[config.mk]
export PLATFORM = sky130hd
export DESIGN_NAME = sba_dbg_bridge_flat
export DESIGN_NICKNAME = d
export VERILOG_FILES = /design/src/rtl/sba_dbg_bridge_pkg.sv /design/src/rtl/sba_dbg_bridge_if.sv /design/src/rtl/sba_dbg_bridge_txser.sv /design/src/rtl/sba_dbg_bridge.sv /design/src/flat_wrapper.sv
export SDC_FILE = /design/constraint.sdc
export NUM_CORES = 1
export LEC_CHECK = 0
export ABC_AREA = 0
export CAP_MARGIN = 20
export CORE_UTILIZATION = 48
export CTS_CLUSTER_DIAMETER = 200
export DETAILED_ROUTE_END_ITERATION = 16
export PLACE_DENSITY_LB_ADDON = 0.05
export SLEW_MARGIN = 20
export SYNTH_ARGS = -nofsm -noshare
export SYNTH_HDL_FRONTEND = slang
export SYNTH_SLANG_ARGS = --single-unit
[constraint.sdc]
create_clock -name i_clk -period 2.2 [get_ports i_clk]
set_input_delay 0.44 -clock i_clk [delete_from_list [all_inputs] [get_ports i_clk]]
set_output_delay 0.44 -clock i_clk [all_outputs]
set_load 0.005 [all_outputs]
[src/rtl/sba_dbg_bridge_pkg.sv]
// Shared constants and state type for the serial-to-SBA debug bridge.
// Command/reply byte codes and the bridge FSM state enum.
package sba_dbg_pkg;

  localparam logic [7:0] CMD_WR  = 8'h57;
  localparam logic [7:0] CMD_RD  = 8'h52;
  localparam logic [7:0] RSP_ACK = 8'h06;
  localparam logic [7:0] RSP_NAK = 8'h15;

  typedef enum logic [2:0] {
    IDLE,
    ADDR,
    DATA,
    BUS,
    RESP
  } state_e;

endpackage

[src/rtl/sba_dbg_bridge_if.sv]
// Signal bundle of the debug bridge: UART rx/tx bytes, SBA bus, status.
// master = bridge side, slave = UART/SBA/status environment side.
interface sba_dbg_if;

  logic [7:0]  i_rx_dat;
  logic        i_rx_valid;
  logic [7:0]  o_tx_dat;
  logic        o_tx_valid;
  logic        i_tx_ready;
  logic [31:0] o_addr;
  logic [31:0] o_dat_w;
  logic [3:0]  o_we;
  logic        o_stb;
  logic [31:0] i_dat_r;
  logic        i_ack;
  logic        o_busy;
  logic        o_overrun;

  modport master (
    input  i_rx_dat, i_rx_valid, i_tx_ready,
    input  i_dat_r, i_ack,
    output o_tx_dat, o_tx_valid,
    output o_addr, o_dat_w, o_we, o_stb,
    output o_busy, o_overrun
  );

  modport slave (
    output i_rx_dat, i_rx_valid, i_tx_ready,
    output i_dat_r, i_ack,
    input  o_tx_dat, o_tx_valid,
    input  o_addr, o_dat_w, o_we, o_stb,
    input  o_busy, o_overrun
  );

endinterface

[src/rtl/sba_dbg_bridge_txser.sv]
// Reply serialiser: loads a word plus count (1 or 4), sends LSB first.
// Ports: i_load/i_word/i_four load; o_dat/o_valid/i_ready tx; o_last.
module sba_dbg_txser (
  input  logic        i_clk,
  input  logic        i_rst,
  input  logic        i_load,
  input  logic [31:0] i_word,
  input  logic        i_four,
  input  logic        i_ready,
  output logic [7:0]  o_dat,
  output logic        o_valid,
  output logic        o_last
);

  logic [31:0] sh_q;
  logic [2:0]  left_q;

  assign o_valid = (left_q != 3'd0);
  assign o_dat   = sh_q[7:0];
  assign o_last  = o_valid && i_ready &&
                   (left_q == 3'd1);

  always_ff @(posedge i_clk) begin
    if (i_rst) begin
      sh_q   <= '0;
      left_q <= '0;
    end else if (i_load) begin
      sh_q   <= i_word;
      left_q <= i_four ? 3'd4 : 3'd1;
    end else if (o_valid && i_ready) begin
      sh_q   <= sh_q >> 8;
      left_q <= left_q - 3'd1;
    end
  end

endmodule

[src/rtl/sba_dbg_bridge.sv]
// Serial-to-SBA debug initiator: byte commands in, bus access, reply out.
// Ports: i_clk, i_rst (sync, high), bus (sba_dbg_if.master). SBA_DBG_TIMEOUT_EN.
module sba_dbg_bridge
  import sba_dbg_pkg::*;
#(
  parameter int TIMEOUT_CYCLES = 1024,
  parameter int TO_W           = 10
) (
  input  logic         i_clk,
  input  logic         i_rst,
  sba_dbg_if.master    bus
);

  if (TIMEOUT_CYCLES < 1 ||
      (TIMEOUT_CYCLES - 1) >= (1 << TO_W)) begin : g_bad
    $error("TO_W cannot hold TIMEOUT_CYCLES-1");
  end

  state_e      state_q, state_d;
  logic [1:0]  cnt_q, cnt_d;
  logic        wr_q, wr_d;
  logic [31:0] addr_q, addr_d;
  logic [31:0] dat_q, dat_d;
  logic        stb_q, stb_d;
  logic [3:0]  we_q, we_d;
  logic        ovr_q, ovr_d;
  logic        ld;
  logic [31:0] ld_word;
  logic        ld_four;
  logic        ser_last;
  logic        to_hit;

`ifdef SBA_DBG_TIMEOUT_EN
  logic [TO_W-1:0] to_q;

  // Held at zero outside BUS, so it starts from zero on entry.
  always_ff @(posedge i_clk) begin
    if (i_rst || state_q != BUS) to_q <= '0;
    else                         to_q <= to_q + 1'b1;
  end

  assign to_hit = (to_q == TO_W'(TIMEOUT_CYCLES - 1));
`else
  assign to_hit = 1'b0;
`endif

  always_comb begin
    state_d = state_q;
    cnt_d   = cnt_q;
    wr_d    = wr_q;
    addr_d  = addr_q;
    dat_d   = dat_q;
    stb_d   = stb_q;
    we_d    = we_q;
    ld      = 1'b0;
    ld_word = {24'h0, RSP_NAK};
    ld_four = 1'b0;
    ovr_d   = ovr_q | (bus.i_rx_valid &&
              (state_q == BUS || state_q == RESP));
    unique case (state_q)
      IDLE: if (bus.i_rx_valid) begin
        cnt_d = 2'd0;
        unique case (1'b1)
          (bus.i_rx_dat == CMD_WR): begin
            wr_d    = 1'b1;
            state_d = ADDR;
          end
          (bus.i_rx_dat == CMD_RD): begin
            wr_d    = 1'b0;
            state_d = ADDR;
          end
          default: begin
            ld      = 1'b1;
            state_d = RESP;
          end
        endcase
      end
      ADDR: if (bus.i_rx_valid) begin
        addr_d = {bus.i_rx_dat, addr_q[31:8]};
        cnt_d  = cnt_q + 2'd1;
        if (cnt_q == 2'd3) begin
          state_d = wr_q ? DATA : BUS;
          stb_d   = !wr_q;
        end
      end
      DATA: if (bus.i_rx_valid) begin
        dat_d = {bus.i_rx_dat, dat_q[31:8]};
        cnt_d = cnt_q + 2'd1;
        if (cnt_q == 2'd3) begin
          state_d = BUS;
          stb_d   = 1'b1;
          we_d    = 4'hF;
        end
      end
      BUS: begin
        if (stb_q && bus.i_ack) begin
          stb_d   = 1'b0;
          we_d    = 4'h0;
          ld      = 1'b1;
          ld_word = wr_q ? {24'h0, RSP_ACK}
                         : bus.i_dat_r;
          ld_four = !wr_q;
          state_d = RESP;
        end else if (to_hit) begin
          stb_d   = 1'b0;
          we_d    = 4'h0;
          ld      = 1'b1;
          state_d = RESP;
        end
      end
      RESP: if (ser_last) state_d = IDLE;
      default: state_d = IDLE;
    endcase
  end

  always_ff @(posedge i_clk) begin
    if (i_rst) begin
      state_q <= IDLE;
      cnt_q   <= '0;
      wr_q    <= 1'b0;
      addr_q  <= '0;
      dat_q   <= '0;
      stb_q   <= 1'b0;
      we_q    <= '0;
      ovr_q   <= 1'b0;
    end else begin
      state_q <= state_d;
      cnt_q   <= cnt_d;
      wr_q    <= wr_d;
      addr_q  <= addr_d;
      dat_q   <= dat_d;
      stb_q   <= stb_d;
      we_q    <= we_d;
      ovr_q   <= ovr_d;
    end
  end

  sba_dbg_txser u_txser (
    .i_clk   (i_clk),
    .i_rst   (i_rst),
    .i_load  (ld),
    .i_word  (ld_word),
    .i_four  (ld_four),
    .i_ready (bus.i_tx_ready),
    .o_dat   (bus.o_tx_dat),
    .o_valid (bus.o_tx_valid),
    .o_last  (ser_last)
  );

  assign bus.o_addr    = addr_q;
  assign bus.o_dat_w   = dat_q;
  assign bus.o_we      = we_q;
  assign bus.o_stb     = stb_q;
  assign bus.o_busy    = (state_q != IDLE);
  assign bus.o_overrun = ovr_q;

endmodule

[src/flat_wrapper.sv]
// flat-port wrapper written by rule: the top's interface ports become plain ports
module sba_dbg_bridge_flat import sba_dbg_pkg::*;
#(
  parameter int TIMEOUT_CYCLES = 1024,
  parameter int TO_W           = 10
)
  (i_clk, i_rst, bus_i_rx_dat, bus_i_rx_valid, bus_i_tx_ready, bus_i_dat_r, bus_i_ack, bus_o_tx_dat, bus_o_tx_valid, bus_o_addr, bus_o_dat_w, bus_o_we, bus_o_stb, bus_o_busy, bus_o_overrun);
  sba_dbg_if bus_i ();
  input  logic i_clk;
  input  logic i_rst;
  input wire logic [$bits(bus_i.i_rx_dat)-1:0] bus_i_rx_dat;
  input wire logic [$bits(bus_i.i_rx_valid)-1:0] bus_i_rx_valid;
  input wire logic [$bits(bus_i.i_tx_ready)-1:0] bus_i_tx_ready;
  input wire logic [$bits(bus_i.i_dat_r)-1:0] bus_i_dat_r;
  input wire logic [$bits(bus_i.i_ack)-1:0] bus_i_ack;
  output wire logic [$bits(bus_i.o_tx_dat)-1:0] bus_o_tx_dat;
  output wire logic [$bits(bus_i.o_tx_valid)-1:0] bus_o_tx_valid;
  output wire logic [$bits(bus_i.o_addr)-1:0] bus_o_addr;
  output wire logic [$bits(bus_i.o_dat_w)-1:0] bus_o_dat_w;
  output wire logic [$bits(bus_i.o_we)-1:0] bus_o_we;
  output wire logic [$bits(bus_i.o_stb)-1:0] bus_o_stb;
  output wire logic [$bits(bus_i.o_busy)-1:0] bus_o_busy;
  output wire logic [$bits(bus_i.o_overrun)-1:0] bus_o_overrun;
  assign bus_i.i_rx_dat = bus_i_rx_dat;
  assign bus_i.i_rx_valid = bus_i_rx_valid;
  assign bus_i.i_tx_ready = bus_i_tx_ready;
  assign bus_i.i_dat_r = bus_i_dat_r;
  assign bus_i.i_ack = bus_i_ack;
  assign bus_o_tx_dat = bus_i.o_tx_dat;
  assign bus_o_tx_valid = bus_i.o_tx_valid;
  assign bus_o_addr = bus_i.o_addr;
  assign bus_o_dat_w = bus_i.o_dat_w;
  assign bus_o_we = bus_i.o_we;
  assign bus_o_stb = bus_i.o_stb;
  assign bus_o_busy = bus_i.o_busy;
  assign bus_o_overrun = bus_i.o_overrun;
  sba_dbg_bridge #(.TIMEOUT_CYCLES(TIMEOUT_CYCLES), .TO_W(TO_W)) u_core (.i_clk(i_clk), .i_rst(i_rst), .bus(bus_i));
endmodule
==> impl_metrics.tcl <==
set metrics [dict create \
    status "finished clean" \
    cts_buffers 9 \
    ys_seq_area_share_pct 46.0 \
    place_congestion 0.745 \
    cts_tree "done" \
    cp-endpoint "bus_o_busy" \
    peakVddDrop_v 0.000433 \
    yosysTopAreaCellShare_pct 46.0 \
    coreArea_um2 9370 \
    synth_common_cells "160 x nand2_1, 108 x dfxtp_1, 75 x a21oi_1" \
    synth-edff-count 0 \
    clock-root-buffer "clkbuf_8" \
    ys.warnings.count 0 \
    arrival_ps 1650 \
    synth_cells 570 \
    met2_usage_pct 38.6 \
    critPathRequiredTime_ps 1760 \
    viasPerCell 5.22 \
    ant_nets 0 \
    slowest_delay_ps 450 \
    async_flop_share_pct 0 \
    track_usage_pct 22.8 \
    drt_iter0_markers 95 \
    placed_cells 796 \
    die_y_um 101 \
    crit_type "reg2out" \
    cp_max_fo 14 \
    clock_sinks 108 \
    syn_to_final_growth_pct 34.1 \
    slowest_stage "clkdlybuf4s50_1" \
    num-fill-cells 832 \
    synth_most_common_cell "nand2_1" \
    power_mw 3.74 \
    drive_gt1_share_pct 10.4 \
    endpoint_kind "primary output" \
    r2r_end "u_core.u_txser.sh_q[17]" \
    met1_usage_pct 28.2 \
    setup_viol 0 \
    dieArea_um2 10200 \
    power_density_nw_per_um2 594 \
    finalCoreUtilization_pct 67.2 \
    startpoint_type "flop" \
    tightest_slew_ps 427 \
    period_needed_ps 2090 \
    drt_first_pass_iters 4 \
    clkTransAtPathRegs_ps 100 \
    slew_headroom_pct 71.5 \
    grt-busiest-layer "met2" \
    cp-startpoint "u_core.state_q[0]" \
    clock.fmax_mhz 478 \
    insertion_delay_ps 360 \
    hold_violations 0 \
    leakage_nw 2.09 \
    r2r-start "u_core.state_q[0]" \
    fin_nets 727 \
    totalWireLength_mm 11.3 \
    dr_total_vias 4236 \
    use_met3_pct 7.49 \
    hpwlAfterDp_mm 7.84 \
    yosysUniqueCellTypes 45 \
    finalNonFillerCells 812 \
    antenna_found_initial 0 \
    wl_per_cell_um 13.9 \
    netlist_area_um2 4700 \
    crit_chain "or3_1, clkdlybuf4s50_1" \
    start_util_pct 50.1 \
    clock_path_buffers 2 \
    synthTopCellsByArea "dfxtp_1 46%, nand2_1 13%, a21oi_1 8.0%" \
    die_w_um 101 \
    synth-seq-cells 108 \
    max-cap-violations 0 \
    period_share_pct 95.0 \
    worstRegToRegCells 5 \
    syn_avg_cell_area_um2 8.24 \
    drv_slew 0 \
    rows 35 \
    hold_path_class "reg2reg" \
    synth_ff_type "dfxtp_1" \
    synth_top_area_cell "dfxtp_1" \
    grt_pass1_wl_mm 18.6 \
    grt_pass1_vias 4009 \
    antenna_cells 0 \
    grt_max_degree 44 \
    syn_nets 619 \
    rrSetupSlack_ps 390 \
    grt_overflow 0 \
    rsz0062_at_grt "false" \
    pin_count 125 \
    portBuffers 124 \
    h-tree-depth 3 \
    drcViolationCount 0 \
    finalClockSkew_ps 11.7 \
]
layer usage:
| layer | vias to the layer above | share of wire (%) |
|---|---|---|
| li1 | 2148 | - |
| met1 | 1987 | 44 |
| met2 | 92 | 48 |
| met3 | 9 | 7.4 |
| met4 | 0 | 0.73 |
| met5 | - | 0 |
through the flow:
stage | cell area (um^2) | setup WS (ps) | hold WS [ps] | TNS [ps]
after floorplan | 4700 | 469 | 442 | 0
after global placement | 6100 | -8.57 | 443 | -29.4
after detailed placement | 6100 | -102 | 448 | -585
after CTS | 6290 | 59.1 | 463 | 0
after global routing | 6290 | 52.3 | 480 | 0
final | 6290 | 110 | 459 | 0
layout by cell type, fill, tap and decap left out, types with 2 or more instances in the layout:
cell,netlist,final
a221oi_2,19,19
inv_1,27,27
nand3_1,16,16
nor2_1,14,14
a21o_1,3,3
nand2b_1,6,5
mux2i_1,2,2
or3_1,2,2
nand2_1,160,160
a211oi_1,2,2
clkbuf_8,0,10
o21ai_0,7,7
dfxtp_1,108,107
buf_12,0,5
nor2b_1,4,4
and3_1,2,2
ha_1,4,4
o211ai_1,22,22
a21oi_1,75,75
buf_4,13,27
a31oi_1,3,3
clkinv_4,0,3
clkdlybuf4s50_1,0,123
and2_1,3,3
nand4b_1,2,2
a22oi_1,3,3
and4_1,2,2
nor4b_1,2,2
a221oi_1,7,7
worst max-delay path, delay by kind of cell (launching register included):
| kind | cells | cell delay [ps] |
|---|---|---|
| DFF | 1 | 440 |
| buffers and inverters | 1 | 450 |
| and+or+nand+nor | 1 | 400 |
report_power, final:
group	total, mW	switching (mW)	internal (mW)
Combinational	0.540	0.261	0.279
Sequential	2.05	0.0339	2.02
Clock	1.15	0.690	0.458
cell type report:
type                       instances  area (um^2)  share of cell area (%)
clock buffer                      11          141                    2.25
multi-input combinational        376         2140                    34.1
inverter                          28          105                    1.67
clock inverter                     5         45.0                   0.716
timing repair buffer             155         1530                    24.4
sequential                       108         2160                    34.4
tap                              129          161                    2.56
kinds of logic after synthesis:
| group | Yosys count | synth area share, % |
|---|---|---|
| multiplexers | 2 | 0.426 |
| adder cells (fa/ha/maj) | 4 | 1.07 |
| buffers and inverters | 86 | 8.45 |
| XOR/XNOR | 2 | 0.373 |
| AND/OR/NAND/NOR | 220 | 20.6 |
| AO/OA/AOI/OAI | 148 | 23.0 |
| flip-flops | 108 | 46.0 |
worst min-delay path by stage:
| stage | from | end | slack (ps) | depth (start not counted) |
|---|---|---|---|---|
| 2_1_floorplan | u_core.u_txser.sh_q[11] | u_core.u_txser.sh_q[11] | 440 | 2 |
| 3_3_place_gp | u_core.bus.o_addr[6] | u_core.bus.o_addr[6] | 440 | 2 |
| 3_5_place_dp | u_core.bus.o_addr[3] | u_core.bus.o_addr[3] | 450 | 2 |
| 4_1_cts | u_core.bus.o_addr[3] | u_core.bus.o_addr[3] | 460 | 2 |
| 5_1_grt | u_core.bus.o_addr[3] | u_core.bus.o_addr[3] | 480 | 2 |
| 6_report | u_core.bus.o_addr[3] | u_core.bus.o_addr[3] | 460 | 2 |
registers in the layout (all words and copies together), names as in the netlist:
| signal | cells |
|---|---|
| u_core.bus.o_addr | 32 |
| u_core.bus.o_dat_w | 32 |
| u_core.u_txser.sh_q | 32 |
| u_core.state_q | 3 |
| u_core.u_txser.left_q | 3 |
| u_core.cnt_q | 2 |
| u_core.bus.o_overrun | 1 |
| u_core.bus.o_stb | 1 |
| u_core.bus.o_we | 1 |
| u_core.wr_q | 1 |
what timing repair did:
| action | CTS | global route |
|---|---|---|
| resized for setup | 1 | 1 |
| hold endpoints to repair | 0 | 0 |
| hold buffers | 0 | 0 |
| pin swaps | 0 | 0 |
| endpoints found under the setup margin | 1 | 1 |
| buffers inserted | 0 | 0 |
(Power assumes the default switching activity.)
